**config.mk**
```make
export PLATFORM = sky130hd
export DESIGN_NAME = and_word_serial_tx
export DESIGN_NICKNAME = d
export VERILOG_FILES = /design/src/rtl/and_word_serial_tx.sv
export SDC_FILE = /design/constraint.sdc
export NUM_CORES = 1
export LEC_CHECK = 0
export BUFFER_PORTS_ARGS = -buffer_cell sky130_fd_sc_hd__buf_4
export CORE_UTILIZATION = 44
export CTS_BUF_LIST = sky130_fd_sc_hd__clkbuf_16
export CTS_CLUSTER_SIZE = 40
export DETAILED_ROUTE_END_ITERATION = 16
export GPL_ROUTABILITY_DRIVEN = 0
export GPL_TIMING_DRIVEN = 0
export PLACE_DENSITY = 0.81
export SYNTH_ARGS = -nofsm -noshare
export SYNTH_HDL_FRONTEND = slang
export SYNTH_SLANG_ARGS = --single-unit
```
**constraint.sdc**
```tcl
create_clock -name clk -period 1.3 [get_ports clk]
set_input_delay 0.26 -clock clk [delete_from_list [all_inputs] [get_ports clk]]
set_output_delay 0.26 -clock clk [all_outputs]
set_load 0.01 [all_outputs]
```
**src/rtl/and_word_serial_tx.sv**
```systemverilog
// and_word_serial_tx
//   Accepts operand pairs over valid/ready and forms their bitwise AND. The
//   result is parked in a one-entry holding register, then shifted out
//   LSB-first on a 1-bit serial link with valid/ready/last framing.
//   Back-to-back frames abut with no idle bit when the next word is already
//   held at the end of a frame.
//
//   Optional feature macro: AND_SER_PARITY_EN
//     defined   : each frame carries an extra even-parity bit (WIDTH+1 bits),
//                 and ser_last marks that parity bit.
//     undefined : frame is WIDTH bits, and ser_last marks bit WIDTH-1.
module and_word_serial_tx #(
    parameter int WIDTH = 5,
    parameter int CNT_W = 3
) (
    input  logic             clk,
    input  logic             rst,
    input  logic             in_valid,
    output logic             in_ready,
    input  logic [WIDTH-1:0] in_a,
    input  logic [WIDTH-1:0] in_b,
    output logic             ser_valid,
    input  logic             ser_ready,
    output logic             ser_data,
    output logic             ser_last,
    output logic             busy
);

    localparam logic [1:0] ST_IDLE   = 2'd0;
    localparam logic [1:0] ST_SHIFT  = 2'd1;
`ifdef AND_SER_PARITY_EN
    localparam logic [1:0] ST_PARITY = 2'd2;
`endif

    localparam logic [CNT_W-1:0] LAST_IDX = CNT_W'(WIDTH - 1);

    logic [1:0]       state_q,     state_d;
    logic [WIDTH-1:0] hold_q,      hold_d;
    logic             hold_full_q, hold_full_d;
    logic [WIDTH-1:0] sr_q,        sr_d;
    logic [CNT_W-1:0] cnt_q,       cnt_d;
`ifdef AND_SER_PARITY_EN
    logic             par_q,       par_d;
`endif

    logic accept;
    logic load;
    logic frame_done;

    // Next-state logic: operand capture, FSM sequencing and shift-register load.
    always_comb begin
        state_d     = state_q;
        hold_d      = hold_q;
        hold_full_d = hold_full_q;
        sr_d        = sr_q;
        cnt_d       = cnt_q;
`ifdef AND_SER_PARITY_EN
        par_d       = par_q;
`endif
        load        = 1'b0;
        frame_done  = 1'b0;

        // Accept can never coincide with a load: accept needs the hold empty,
        // while a load needs it full.
        accept = in_valid & ~hold_full_q;
        if (accept) begin
            hold_d      = in_a & in_b;
            hold_full_d = 1'b1;
        end

        case (state_q)
            ST_IDLE: begin
                if (hold_full_q) begin
                    load = 1'b1;
                end
            end
            ST_SHIFT: begin
                if (ser_ready) begin
                    if (cnt_q != LAST_IDX) begin
                        sr_d  = sr_q >> 1;
                        cnt_d = cnt_q + CNT_W'(1);
                    end else begin
`ifdef AND_SER_PARITY_EN
                        state_d = ST_PARITY;
`else
                        frame_done = 1'b1;
`endif
                    end
                end
            end
`ifdef AND_SER_PARITY_EN
            ST_PARITY: begin
                if (ser_ready) begin
                    frame_done = 1'b1;
                end
            end
`endif
            default: begin
                state_d = ST_IDLE;
            end
        endcase

        // End of frame: chain straight into the held word, otherwise go idle.
        if (frame_done) begin
            if (hold_full_q) begin
                load = 1'b1;
            end else begin
                state_d = ST_IDLE;
            end
        end

        if (load) begin
            sr_d        = hold_q;
            hold_full_d = 1'b0;
            cnt_d       = '0;
            state_d     = ST_SHIFT;
`ifdef AND_SER_PARITY_EN
            par_d       = ^hold_q;
`endif
        end
    end

    // State registers with synchronous reset; reset discards any held word.
    always_ff @(posedge clk) begin
        if (rst) begin
            state_q     <= ST_IDLE;
            hold_q      <= '0;
            hold_full_q <= 1'b0;
            sr_q        <= '0;
            cnt_q       <= '0;
`ifdef AND_SER_PARITY_EN
            par_q       <= 1'b0;
`endif
        end else begin
            state_q     <= state_d;
            hold_q      <= hold_d;
            hold_full_q <= hold_full_d;
            sr_q        <= sr_d;
            cnt_q       <= cnt_d;
`ifdef AND_SER_PARITY_EN
            par_q       <= par_d;
`endif
        end
    end

    // Outputs decoded from registered state only.
    always_comb begin
        in_ready  = ~hold_full_q;
        busy      = (state_q != ST_IDLE) | hold_full_q;
        ser_valid = 1'b0;
        ser_data  = 1'b0;
        ser_last  = 1'b0;
        case (state_q)
            ST_SHIFT: begin
                ser_valid = 1'b1;
                ser_data  = sr_q[0];
`ifndef AND_SER_PARITY_EN
                ser_last  = (cnt_q == LAST_IDX);
`endif
            end
`ifdef AND_SER_PARITY_EN
            ST_PARITY: begin
                ser_valid = 1'b1;
                ser_data  = par_q;
                ser_last  = 1'b1;
            end
`endif
            default: begin
                ser_valid = 1'b0;
            end
        endcase
    end

endmodule

```
[After elaboration in Yosys (flattened, before gate mapping)]
Index checks and enable logic that the tools add are counted.
Storage, ports and cells
  RAM bits: 0
  register bits after elaboration: 16
  bits of input ports: 14
  memories: 0
  ROM bits: 0
  latch bits: 0
  logic and storage cells: 41
Operators by class
  divide/modulo/power cells: 0
  multipliers: 0
  bitwise operators: 4
  eq/ne operators: 3
  shifts and indexed selects: 0
  reductions and logical operators: 9
  magnitude comparators: 0
  $add $sub $neg: 1
  multiplexer cells: 18
Operators by type and width (count)
  $mux 5: 4
  $mux 1: 11
  $reduce_bool 2->1: 4
  $mux 2: 3
  $reduce_and 3->1: 2
  $and 5x5->5: 1
  $reduce_or 2->1: 2
  $add 3x1->3 const B: 1
  $eq 3x3->1 const B: 1
  $ne 3x3->1 const B: 1
  $eq 2x1->1 const B: 1
  $logic_not 2->1: 1
  $and 1x1->1: 1
  $not 1->1: 1
  $or 1x1->1: 1

[Depth between registers and ports, before layout]
  depth after elaboration: 7
  mapped depth: 6

[Worst setup path after synthesis]
No wires, ideal clock.
  kind: register to register
  from: reg cnt_q[0]
  to: reg sr_q[1]
  library setup time: 136 ps
  stages on the path, launching flop included: 7
  slack: -128 ps
  arrival: 1292 ps
  path buffers: 0
  cells stage by stage: dfxtp_1 -> inv_1 -> ha_1 -> a21boi_2 -> nand2_1 -> a21oi_1 -> a211oi_2
On the way
  word-level cells in the longest chain between the ends: 7
Ends and longest elaborated chain
  start: declaration: RTL line 41  | logic [CNT_W-1:0] cnt_q, cnt_d;
  start signal: assignment: RTL line 139  | cnt_q <= cnt_d;
  $ne 3x3->1 (*): RTL line 79  | if (cnt_q != LAST_IDX) begin
  $mux 1: RTL line 79
  $mux 1: RTL line 78  | if (ser_ready) begin
  $mux 1: RTL line 71  | case (state_q)
  $mux 1: RTL line 104  | if (frame_done) begin
  $reduce_bool 2->1 (no line)
  $reduce_and 3->1 (no line)
  end signal: assignment: RTL line 138  | sr_q <= sr_d;
  end: declaration: RTL line 40  | logic [WIDTH-1:0] sr_q, sr_d;
Mark *: on every way between the ends. The rest lies on a longest branch, timed or not.
A chain may end at the register's enable or synchronous reset.

[Worst setup path in the final report]
  from: reg cnt_q[0]
  to: reg sr_q[0]
The elaborated chain is that of the path after synthesis.

==> reports/metrics.csv <==
metric,value,unit
slew of the pin with the lowest slew margin,0.521,ns
Num Clock Sinks,16,
failing checks,setup timing,
max-cap viol count,0,
Compound-Gate Fraction of Synth Area,0.211,
vias per inst,5.36,
total routed wirelength,1.85,mm
Overflow after GRT,0,
drt pass-1 iters,4,
sw frac,0.223,
final worst path period need,1.43,ns
Die Ht,42.2,um
largest family of logic cells by synthesized area,simple AND/OR/NAND/NOR gates,
Layout area overhead,68.4,%
row count,14,
status,"finished, violations left",
peak supply drop,924,uV
Adder-Cell Fraction of Synth Area,0.0351,
setup TNS,-1.13,ns
routed len/inst,14.0,um
drt drc,0,
Reg2Reg Launch Point,cnt_q[0],
Post-synth ARST share,0,
DR iter-0 viols,9,
DIE AREA,1780,um2
Hold Fails Final Rpt,0,
LEAKAGE,0.478,nW
DP Cell Count,116,
CP startpoint,cnt_q[0],
Post-synth EDFFs,0,
mean post-synth cell area,8.68,um2
biggest area consumer among synthesized cells,dfxtp_1,
sequential share of the synthesized area,0.450,
synth top area cells,"dfxtp_1 (45%), a21oi_1 (8.4%), nand3_1 (8.4%)",
final core utilization,0.796,
Synth Area in Simple Gates,0.246,
"Cell Area, Synth",712,um2
WP data required,1.43,ns
setup slack after layout,-0.127,ns
dpl hpwl,1.06,mm
Achievable Freq,701,MHz
Area after DPL,905,um2
antenna violations before repair,0,
clock slew at reported path FFs,0.05,ns
Synth Area in XOR/XNOR,0.0246,
Sequential Power Share,0.403,
Finished Layout Cells,132,
Internal,1.02,mW
I/O pin cnt,19,
mux cell area share after synthesis,0,
Syn Nets,98,
first-pass GRT wire length,3.05,mm
"flops & latches, synth",16,
antenna-violating nets left,0,
"Design Area, Final",1200,um2
cells after synthesis,82,
number of global-route vias before repair,696,
CP arrival,1.55,ns
Ys Warns,0,
Tcrit/Tclk final,1.10,
Unique masters post-synth,23,
root buf cell,clkbuf_16,
clock latency at the later pin of the worst-skew pair,0.24,ns
top-count cell post-synth,dfxtp_1,
pins over their slew limit,0,
RSZ-0062 raised after global routing,yes,
HP Class,in2reg,
die width,42.2,um
Port Buffers,18,
htree depth,1,
clock share of power,0.455,
most frequent cells after synthesis,"dfxtp_1 (16), a21oi_1 (12), nand3_1 (12), nand2_1 (10), nor2_1 (8)",
setup violators final,14,
Slew headroom,0.652,
hold_ws,0.201,ns
hold path start,rst,
pin count of the biggest net entering global routing,11,
CP startpoint kind,flip-flop,
CTS Hold Bufs,0,
Power Density,1090,nW/um2
Hold Path Stages,2,
Initial Util,0.473,
CTS tree,built,
Total Routing Usage GR,0.225,
Psw,0.293,mW
core area,1510,um2
final layout net count,133,
layout cells sized above 1,0.586,
crit path kind,reg2reg,
DR vias,708,
clk buf depth,2,
Setup Skew,0.000880,ns
Critical Path Fanout Max,7,
area fraction of the dominant cell type after synthesis,0.450,
clock buffer count from CTS,3,
diode count,0,
combinational share of power,0.142,
CP endpoint kind,flip-flop,
FF-to-FF path depth,6,
prevailing post-synth register cell,dfxtp_1,
worst max-delay path, cell delays in order (launching register included):
cell	delay, ns
dfxtp_2	0.32
inv_2	0.07
ha_4	0.17
nand3_4	0.11
a211o_4	0.44
nor2_2	0.13
a211oi_2	0.06
placed cells by master (no fill, tap or decap), types with 3 or more instances in the layout:
| cell | instances |
|---|---|
| buf_4 | 24 |
| nand3_1 | 11 |
| dfxtp_1 | 11 |
| nand2_1 | 9 |
| buf_6 | 7 |
| a21oi_1 | 7 |
| a21oi_2 | 5 |
| a211oi_2 | 4 |
| inv_2 | 3 |
| nor2_1 | 3 |
| nor2_4 | 3 |
| clkbuf_16 | 3 |
| dfxtp_2 | 3 |
state kept, by name (all words and copies together) (netlist names):
signal and flops:
hold_q 5, hold_full_q 1, state_q 2, cnt_q 3, sr_q 5
layout make-up:
| type | count | area, um2 |
|---|---|---|
| clock inverter | 1 | 3.75 |
| buffer | 2 | 15.0 |
| sequential | 16 | 332 |
| multi-input combinational | 61 | 494 |
| fill | 97 | 308 |
| inverter | 3 | 11.3 |
| clock buffer | 3 | 75.1 |
| timing repair buffer | 30 | 248 |
| tap | 16 | 20.0 |
what timing repair did:
action,CTS,global route
setup endpoints to repair,13,14
buffers inserted,10,2
pin swaps,12,3
resized for setup,26,8
cloned,0,0
per-stage QoR:
step | power [mW] | worst slack, ns
after floorplan | 0.615 | 0.00211
after global placement | 0.669 | -0.115
after detailed placement | 0.672 | -0.139
after CTS | 1.30 | -0.0743
after global routing | 1.36 | -0.186
final | 1.31 | -0.127
power by group through the flow:
stage	Clock [mW]	Combinational, mW	Sequential (mW)
after floorplan	0	0.0799	0.535
after global placement	0	0.131	0.537
after detailed placement	0	0.134	0.538
after CTS	0.600	0.174	0.525
after global routing	0.628	0.201	0.530
final	0.597	0.186	0.528
layer usage:
layer / track usage / vias up / wire (um)
met5: 0 / - / 0
met1: 0.284 / 334 / 761
li1: - / 351 / -
met2: 0.394 / 23 / 1010
met4: 0.0375 / 0 / 0
met3: 0.0517 / 0 / 79
final timing paths:
path	slack (ns)	to
max	-0.13	sr_q[0]
min	0.20	sr_q[0]
max reg2reg	-0.13	sr_q[0]
min reg2reg	0.46	hold_q[4]
cell families (layout without fill, tap and decap cells):
group,Yosys count,count (layout)
simple gates,37,37
compound gates,19,19
flops,16,16
buf+inv,5,39
fa+ha+maj,2,2
xor+xnor,2,2
other cells,1,1
Note: power is estimated with default switching activity, not from simulation.
